`src/rtl/load_extend_ctrl.sv`:
```
// load_extend_ctrl
//   Load sequencer for the KGP-RISC load path. Takes one load request from
//   the core, performs a word-aligned read handshake with data memory,
//   selects the addressed byte/halfword lane (little-endian), sign- or
//   zero-extends it to 32 bits and returns it with a one-cycle valid pulse.
//   Misaligned/illegal requests and reads that wait too long for mem_ack
//   return an error pulse instead.
//
// Ports
//   clk        system clock, rising edge
//   rst        asynchronous reset, active low
//   req_valid  load request strobe (sampled only when idle)
//   req_addr   byte address
//   req_size   00 byte, 01 halfword, 10 word, 11 illegal
//   req_signed 1 sign-extend, 0 zero-extend (ignored for word)
//   busy       high while a load is in flight (core stalls)
//   mem_re     memory read request, held until mem_ack
//   mem_addr   word-aligned read address
//   mem_rdata  read data, valid when mem_ack is high
//   mem_ack    read complete
//   ld_valid   one-cycle result pulse
//   ld_data    extended result (0 on error), held until the next result
//   ld_err     qualifies ld_valid: the access faulted
//
// Parameters
//   TIMEOUT    cycles mem_re may wait for mem_ack before aborting (1..255)

module load_extend_ctrl #(
    parameter int TIMEOUT = 15
) (
    input  logic        clk,
    input  logic        rst,
    input  logic        req_valid,
    input  logic [31:0] req_addr,
    input  logic [1:0]  req_size,
    input  logic        req_signed,
    output logic        busy,
    output logic        mem_re,
    output logic [31:0] mem_addr,
    input  logic [31:0] mem_rdata,
    input  logic        mem_ack,
    output logic        ld_valid,
    output logic [31:0] ld_data,
    output logic        ld_err
);

    localparam logic [1:0] S_IDLE = 2'd0;
    localparam logic [1:0] S_REQ  = 2'd1;
    localparam logic [1:0] S_RESP = 2'd2;
    localparam logic [1:0] S_ERR  = 2'd3;

    localparam logic [1:0] SZ_BYTE = 2'b00;
    localparam logic [1:0] SZ_HALF = 2'b01;
    localparam logic [1:0] SZ_WORD = 2'b10;

    // Counter value at which one more ack-less REQ cycle hits TIMEOUT.
    localparam logic [7:0] TO_LAST = 8'(TIMEOUT - 1);

    logic [1:0]  state;
    logic [7:0]  to_cnt;
    logic [1:0]  addr_lo;
    logic [1:0]  size_q;
    logic        signed_q;

    logic        req_fault;
    logic [31:0] ext_data;

    // Alignment check on the live request, evaluated only when accepting.
    always_comb begin
        // NOTE: every always_comb output gets a default first so no latch is inferred.
        req_fault = 1'b0;
        case (req_size)
            SZ_BYTE: req_fault = 1'b0;
            SZ_HALF: req_fault = req_addr[0];
            SZ_WORD: req_fault = |req_addr[1:0];
            default: req_fault = 1'b1;
        endcase
    end

    // Lane select and extension of the returning read word.
    always_comb begin
        logic [7:0]  lane_b;
        logic [15:0] lane_h;
        lane_b   = 8'h00;
        lane_h   = 16'h0000;
        ext_data = mem_rdata;
        case (addr_lo)
            2'd0:    lane_b = mem_rdata[7:0];
            2'd1:    lane_b = mem_rdata[15:8];
            2'd2:    lane_b = mem_rdata[23:16];
            default: lane_b = mem_rdata[31:24];
        endcase
        lane_h = addr_lo[1] ? mem_rdata[31:16] : mem_rdata[15:0];
        case (size_q)
            SZ_BYTE: ext_data = {{24{signed_q & lane_b[7]}}, lane_b};
            SZ_HALF: ext_data = {{16{signed_q & lane_h[15]}}, lane_h};
            default: ext_data = mem_rdata;
        endcase
    end

    // NOTE: sequential state uses non-blocking assignments only, so every
    // register samples the pre-edge values regardless of statement order.
    always_ff @(posedge clk or negedge rst) begin
        if (!rst) begin
            state    <= S_IDLE;
            busy     <= 1'b0;
            mem_re   <= 1'b0;
            mem_addr <= 32'h0000_0000;
            ld_valid <= 1'b0;
            ld_err   <= 1'b0;
            ld_data  <= 32'h0000_0000;
            to_cnt   <= 8'd0;
            addr_lo  <= 2'b00;
            size_q   <= SZ_BYTE;
            signed_q <= 1'b0;
        end else begin
            // Result flags are pulses: cleared unless set on the transition below.
            ld_valid <= 1'b0;
            ld_err   <= 1'b0;
            case (state)
                S_IDLE: begin
                    if (req_valid) begin
                        addr_lo  <= req_addr[1:0];
                        size_q   <= req_size;
                        signed_q <= req_signed;
                        busy     <= 1'b1;
                        if (req_fault) begin
                            state    <= S_ERR;
                            ld_valid <= 1'b1;
                            ld_err   <= 1'b1;
                            ld_data  <= 32'h0000_0000;
                        end else begin
                            state    <= S_REQ;
                            mem_re   <= 1'b1;
                            mem_addr <= {req_addr[31:2], 2'b00};
                        end
                    end
                end
                S_REQ: begin
                    // An ack in the timeout cycle still completes normally.
                    if (mem_ack) begin
                        state    <= S_RESP;
                        mem_re   <= 1'b0;
                        to_cnt   <= 8'd0;
                        ld_valid <= 1'b1;
                        ld_data  <= ext_data;
                    end else if (to_cnt == TO_LAST) begin
                        state    <= S_ERR;
                        mem_re   <= 1'b0;
                        to_cnt   <= 8'd0;
                        ld_valid <= 1'b1;
                        ld_err   <= 1'b1;
                        ld_data  <= 32'h0000_0000;
                    end else begin
                        to_cnt <= to_cnt + 8'd1;
                    end
                end
                default: begin
                    // RESP and ERR last one cycle while the pulse is visible.
                    state <= S_IDLE;
                    busy  <= 1'b0;
                end
            endcase
        end
    end

endmodule

```
`config.mk`:
```
export PLATFORM = sky130hd
export DESIGN_NAME = load_extend_ctrl
export DESIGN_NICKNAME = d
export VERILOG_FILES = /design/src/rtl/load_extend_ctrl.sv
export SDC_FILE = /design/constraint.sdc
export NUM_CORES = 1
export LEC_CHECK = 0
export CAP_MARGIN = 10
export CORE_ASPECT_RATIO = 0.6
export CORE_MARGIN = 5
export CORE_UTILIZATION = 30
export DETAILED_ROUTE_END_ITERATION = 16
export PLACE_DENSITY_LB_ADDON = 0.12
export SETUP_SLACK_MARGIN = 0.02
export SYNTH_ARGS = -nofsm -noshare
export SYNTH_HDL_FRONTEND = slang
export SYNTH_SLANG_ARGS = --single-unit
```
`constraint.sdc`:
```
create_clock -name clk -period 2 [get_ports clk]
set_input_delay 0.4 -clock clk [delete_from_list [all_inputs] [get_ports clk]]
set_output_delay 0.4 -clock clk [all_outputs]
set_load 0.02 [all_outputs]
```
==> metrics.md, run 1 <==
| Metric | Value |
|---|---|
| Post-DP HPWL | `8.68 mm` |
| Minimum clock period | `1.94 ns` |
| RSZ-0062 raised after global routing | `yes` |
| Mean Syn Cell Area | `11.7 um2` |
| Drt wl/cell | `17.8 um` |
| CTS max path bufs | `2` |
| Crit-path max cell delay | `0.40 ns` |
| Global Route Usage Sum | `15.4%` |
| Dominant synthesized flop cell | `dfrtp_1` |
| Clock Skew | `0.00519 ns` |
| Area leader, netlist | `dfrtp_1` |
| First-pass GRT wire length | `17.6 mm` |
| Post-synth EDFFs | `0` |
| Fin crit share | `96.8%` |
| Cell Area, Synth | `3740 um2` |
| Critical path buffers and inverters | `2` |
| Startpoint types | `flip-flop` |
| Row cnt | `31` |
| Largest family of logic cells by synthesized area | `compound AO/OA/AOI/OAI gates` |
| Critical Path RT | `2.22 ns` |
| Power per cell area | `1550 nW/um2` |
| Min-Delay Path Class | `input port to async pin` |
| Clk Latency, worst-skew pair | `0.34 ns` |
| Distinct cells, synth | `50` |
| Sink Count | `81` |
| Largest cells by area after synthesis | `dfrtp_1 (54%), mux2_2 (10%), a221o_1 (4.3%)` |
| Max cap viols | `0` |
| Register area share after synthesis | `54.2%` |
| Clk pin slew, worst setup/hold paths | `0.06 ns` |
| Via density | `4.87` |
| Die area | `14900 um2` |
| XOR/XNOR Fraction of Synth Area | `0.937%` |
| CP cell instances | `inv_1 > ha_1 > nand4b_1 > o41ai_2 > a21oi_2 > buf_12 > a221o_1` |
| Initial antenna violation count | `0` |
| Syn-to-layout area delta | `53.4%` |
| Post-route design area | `5740 um2` |
| Final nets | `542` |
| LEAKAGE | `2.52 nW` |
| Overflow left after global routing | `0` |
| GPL Wtd Cong | `0.846` |
| FMAX | `0.517 GHz` |
| Final WL | `11.4 mm` |
| TritonRoute pass-1 iters | `4` |
| Top cell type's share of synthesized area | `54.2%` |
| CP arrival | `2.16 ns` |
| CTS Hold Bufs | `0` |
| Clock Root Buffer | `clkbuf_16` |
| Htree depth | `3` |
| Core Region | `12100 um2` |
| Vias in the first global route | `3065` |
| Layout cells sized above 1 | `17.7%` |
| PortBufs | `136` |
| DR DRC count | `0` |
| Crit path max-delay family | `compound AO/OA/AOI/OAI gates` |
| Placed cell count | `618` |
| Routed via count | `3114` |
| Syn Inst Count | `320` |
| Status | `complete, no violations` |
| Slowest-stage cell, CP | `dfrtp_2` |
| Setup violators final | `0` |
| Worst Max-Slew Pin Slew | `0.608 ns` |
| Async SR Flop Fraction | `100%` |
| Final Hold Fails | `0` |
| Initial Utilization | `30.8%` |
| Flops & latches, synth | `81` |
| Dpl cell area | `5370 um2` |
| Max_slew headroom | `59.5%` |
| Slew Limit Fails | `0` |
| Top-level I/O count | `139` |
| Post-route ant nets | `0` |
| ANT cells | `0` |
| Compound-Gate Fraction of Synth Area | `16.2%` |
| Initial DRC Count | `205` |
| Setup TNS | `0 ns` |
| Maximum vdd drop | `0.000648 V` |
| Mux cell area share after synthesis | `12.3%` |
| Die height | `96.5 um` |
| Critical path capture point type | `flip-flop` |
| Synth Warn # | `0` |
| Non-Filler Instances | `639` |
| DIE WIDTH | `154 um` |
| Post-synthesis adder-cell area fraction | `0.669%` |
| Synth Area in Simple Gates | `10.7%` |
| CTS Buf Count | `9` |
| CTS tree | `yes` |
| CP max FO | `22` |
| Largest net degree at the start of global routing | `50` |
| CP Class | `flip-flop to flip-flop` |
-- layer usage --
layer  up-vias  track usage, %  share of wire [%]
met1      1521            23.0                 49
met5         -               0                  0
met4         0            3.75               0.80
met2       117            20.7                 41
li1       1468               -                  -
met3         8            5.83                8.9
-- logic make-up (layout without fill, tap and decap cells) --
group,Yosys count,in the layout
AND/OR/NAND/NOR,77,77
other,1,2
multiplexers,40,40
AO/OA/AOI/OAI,75,75
XOR/XNOR,4,4
adder cells (fa/ha/maj),2,2
flip-flops,81,81
buffers and inverters,40,193
-- synthesized netlist by cell type, drive strengths merged (2+ instances only) --
master	instances
a31oi	3
a21oi	10
mux2	37
nand2b	6
or4	2
nor3	14
a221o	16
ha	2
nor2b	2
inv	17
dfrtp	81
mux2i	2
a221oi	10
xor2	3
nand4	3
o21ai	9
clkbuf	11
a22o	7
o21bai	6
nand2	27
nor4	2
nor2	13
buf	12
a21o	9
o22ai	2
or3b	2
-- sequential cells by signal, indices dropped and copies added (netlist names) --
signal    count
ld_data      32
signed_q      1
addr_lo       2
state         2
busy          1
ld_valid      1
size_q        2
ld_err        1
to_cnt        8
mem_addr     30
mem_re        1
-- cell usage in the layout, fill, tap and decap left out, types with 3 or more instances in the layout --
cell type,n
clkdlybuf4s50_1,135
a22o_1,7
nand4_1,3
xor2_1,3
clkbuf_16,9
nor2_1,13
a221o_1,16
nor3_1,13
a21o_1,9
nand2b_1,6
mux2_1,3
buf_12,4
o21ai_0,7
mux2_2,34
a21oi_1,9
inv_1,17
a221oi_1,10
o21bai_1,6
nand2_1,26
buf_4,21
dfrtp_1,80
-- what timing repair did --
item                                   4_1_cts  5_1_grt
setup endpoints to repair                    0       17
resized for setup                            0        2
buffers inserted                             0        5
endpoints found under the hold margin        0        0
-- report_power, final --
group | internal [W] | switching [W] | leakage, nW | total (W)
clock network | 0.00109 | 0.000656 | 0.146 | 0.00175
logic | 0.00218 | 0.00213 | 1.35 | 0.00431
registers | 0.00236 | 0.000497 | 1.02 | 0.00285
-- path summary, 6_finish.rpt --
path	start	end	slack, ns	cells past startpoint
worst max-delay path	to_cnt[0]	ld_data[19]	0.06	7
worst min-delay path	rst	ld_data[18]	0.02	1
worst max register to register	to_cnt[0]	ld_data[19]	0.06	7
worst min register to register	mem_addr[17]	mem_addr[17]	0.49	1
max in group asynchronous	rst	to_cnt[0]	1.35	2
min in group clk	mem_addr[17]	mem_addr[17]	0.49	1
-- cell type report --
type / instances / area, um2
multi-input combinational: 200 / 1540
fill: 1138 / 6400
tap: 165 / 206
clock buffer: 11 / 233
sequential: 81 / 2030
clock inverter: 5 / 80.1
timing repair buffer: 160 / 1590
inverter: 17 / 63.8
-- stage by stage --
stage | power (W) | util [%] | setup WS, ns | hold WS, ns
floorplan | 0.00514 | - | 0.257 | 0.104
global placement | 0.00710 | 44.2 | -0.169 | 0.384
detailed placement | 0.00716 | 44.2 | -0.248 | 0.400
CTS | 0.00896 | 46.8 | 0.0874 | 0.0344
global route | 0.00944 | 47.2 | -0.0176 | 0.0612
finish | 0.00891 | 47.2 | 0.0642 | 0.0190
Note: power is estimated with default switching activity, not from simulation.
==> inputs of run 2 (changes only) <==
--- a/config.mk
+++ b/config.mk
@@ -5,11 +5,11 @@
 export SDC_FILE = /design/constraint.sdc
 export NUM_CORES = 1
 export LEC_CHECK = 0
-export CAP_MARGIN = 10
 export CORE_ASPECT_RATIO = 0.6
 export CORE_MARGIN = 5
-export CORE_UTILIZATION = 30
+export CORE_UTILIZATION = 44
 export DETAILED_ROUTE_END_ITERATION = 16
+export MAX_ROUTING_LAYER = met4
 export PLACE_DENSITY_LB_ADDON = 0.12
 export SETUP_SLACK_MARGIN = 0.02
 export SYNTH_ARGS = -nofsm -noshare
==> run 2 against run 1 <==
The flow now finishes with violations (hold timing). Clock power rose by 13%. Register-to-register slack improved by 0.02 ns. Total power grew 2.8%. Setup slack gained 0.011 ns. Final area is 0.79% lower. Largest cell class unchanged. Largest power group unchanged.
==> metrics.md, run 2 (synthesized netlist as in run 1, its figures left out) <==
| Metric | Value |
|---|---|
| Status | `complete, but fails checks` |
| Failing checks | `hold timing` |
| CP max FO | `8` |
| Final nets | `539` |
| Die height | `81.4 um` |
| Biggest regs | `ld_data (32), mem_addr (30), to_cnt (8)` |
| Fin crit share | `96.3%` |
| Max cap viols | `0` |
| ANT cells | `0` |
| Worst r2r dst | `ld_data[22]` |
| CP Class | `input port to flip-flop` |
| Layout cells sized above 1 | `17.2%` |
| Routed via count | `3131` |
| Startpoint types | `input port` |
| Seq pwr share | `31.2%` |
| FMAX | `0.519 GHz` |
| Multi-input combinational cell area | `1530 um2` |
| Worst Slack Setup Final | `0.0747 ns` |
| Pre-CTS setup slack | `-0.222 ns` |
| Slew Limit Fails | `0` |
| CTS Buf Count | `9` |
| Initial antenna violation count | `0` |
| Crit-path max cell delay | `0.57 ns` |
| Reg with most FFs | `ld_data` |
| Top-level I/O count | `139` |
| CP cell instances | `clkdlybuf4s50_1 > mux4_2 > a31oi_4 > a221oi_1 > a21o_1` |
| Commonest non-fill, non-tap cell in the layout | `clkdlybuf4s50_1` |
| CP arrival | `2.15 ns` |
| RSZ-0062 raised after global routing | `yes` |
| Clock Skew | `0.00681 ns` |
| Initial Utilization | `44.5%` |
| Setup violators final | `0` |
| Critical Path RT | `2.22 ns` |
| Post-DP HPWL | `8.20 mm` |
| Maximum vdd drop | `0.000813 V` |
| Non-Filler Instances | `583` |
| Core Region | `8390 um2` |
| CTS Hold Bufs | `0` |
| Htree depth | `3` |
| Slowest-stage cell, CP | `mux4_2` |
| Gate power share | `47.2%` |
| Final WL | `10.9 mm` |
| Clock Root Buffer | `clkbuf_16` |
| Register area | `2030 um2` |
| Clk Latency, worst-skew pair | `0.34 ns` |
| Fillers | `650` |
| Post-route design area | `5690 um2` |
| Worst r2r src | `to_cnt[0]` |
| Global Route Usage Sum | `22.3%` |
| Clk pin slew, worst setup/hold paths | `0.06 ns` |
| Switching fraction of total power | `35.6%` |
| Sink Count | `81` |
| Final Hold Fails | `3` |
| Drt wl/cell | `18.7 um` |
| Min Hold Slack | `-0.00641 ns` |
| Reg-to-reg slack, setup | `0.08 ns` |
| DR DRC count | `0` |
| Largest register FFs | `32` |
| Die area | `10500 um2` |
| Clk pwr share | `21.6%` |
| GPL Wtd Cong | `0.873` |
| Initial DRC Count | `362` |
| Overflow left after global routing | `0` |
| TritonRoute pass-1 iters | `4` |
| Via density | `5.37` |
| LEAKAGE | `2.54 nW` |
| First-pass GRT wire length | `17.3 mm` |
| Sw power | `0.00326 W` |
| PortBufs | `136` |
| Max_slew headroom | `42.1%` |
| Row cnt | `26` |
| Largest net degree at the start of global routing | `37` |
| Vias in the first global route | `3279` |
| Syn-to-layout area delta | `52.2%` |
| Minimum clock period | `1.93 ns` |
| DIE WIDTH | `129 um` |
| Internal | `0.00590 W` |
| Critical path capture point type | `flip-flop` |
| Worst Max-Slew Pin Slew | `0.867 ns` |
| Power per cell area | `1610 nW/um2` |
| CTS tree | `yes` |
| Post-route ant nets | `0` |
| CTS max path bufs | `2` |
| Placed cell count | `566` |
| Dpl cell area | `5320 um2` |
| Setup TNS | `0 ns` |
| Min-Delay Path Class | `input port to async pin` |
| Commonest cells after routing, fill and taps aside | `clkdlybuf4s50_1 (135), dfrtp_1 (80), mux2_2 (34), nand2_1 (26), buf_4 (18)` |
| Worst Reg-to-Reg Cells | `7` |
## run 2: changes by cell type in the layout (fill, tap and decap cells not counted), sizes merged
cell,change
bufinv,+2
clkinv,+1
clkbuf,-1
clkinvlp,-2
buf,-3
## run 2: routing by layer
| metal | track usage [%] | part of all wire (%) | up-vias |
|---|---|---|---|
| met4 | 6.50 | 1.0 | 0 |
| met5 | - | 0 | - |
| met3 | 6.50 | 7.6 | 8 |
| met1 | 31.0 | 46 | 1547 |
| li1 | - | - | 1451 |
| met2 | 31.8 | 46 | 125 |
## run 2: worst max path at each step
| stage | start | to | slack [ns] | depth (start not counted) |
|---|---|---|---|---|
| floorplan | addr_lo[1] | ld_data[12] | 0.26 | 5 |
| global placement | mem_rdata[31] | ld_data[13] | -0.17 | 5 |
| detailed placement | mem_rdata[31] | ld_data[10] | -0.22 | 5 |
| CTS | mem_rdata[31] | ld_data[10] | 0.10 | 5 |
| global route | to_cnt[0] | ld_data[26] | -0.02 | 7 |
| finish | mem_rdata[31] | ld_data[10] | 0.07 | 5 |
## run 2: worst max-delay path: cells and delay by family
kind,cells,cell delay (ns)
compound gates,3,0.68
buf+inv,1,0.50
mux,1,0.57
## run 2: stage by stage
step,power (W),utilization (%)
floorplan,0.00514,-
global placement,0.00708,63.4
detailed placement,0.00718,63.4
CTS,0.00921,67.7
global route,0.00966,67.8
finish,0.00916,67.8
## run 2: final cells by class
class / instances / share of cell area, %
clock buffers: 10 / 4.02
clock inverters: 6 / 2.29
inverters: 17 / 1.12
multi-input cells: 200 / 26.9
flip-flops and latches: 81 / 35.6
well taps: 112 / 2.46
repair buffers: 157 / 27.5
## run 2: what timing repair did
action / 4_1_cts / 5_1_grt
endpoints found under the setup margin: 0 / 19
resized for setup: 0 / 1
endpoints found under the hold margin: 0 / 0
buffers inserted: 0 / 1
## run 2: power groups by stage
| stage | logic, W | registers [W] | clock network [W] |
|---|---|---|---|
| floorplan | 0.00160 | 0.00354 | 0 |
| global placement | 0.00424 | 0.00284 | 0 |
| detailed placement | 0.00430 | 0.00288 | 0 |
| CTS | 0.00434 | 0.00287 | 0.00200 |
| global route | 0.00461 | 0.00297 | 0.00209 |
| finish | 0.00432 | 0.00286 | 0.00198 |
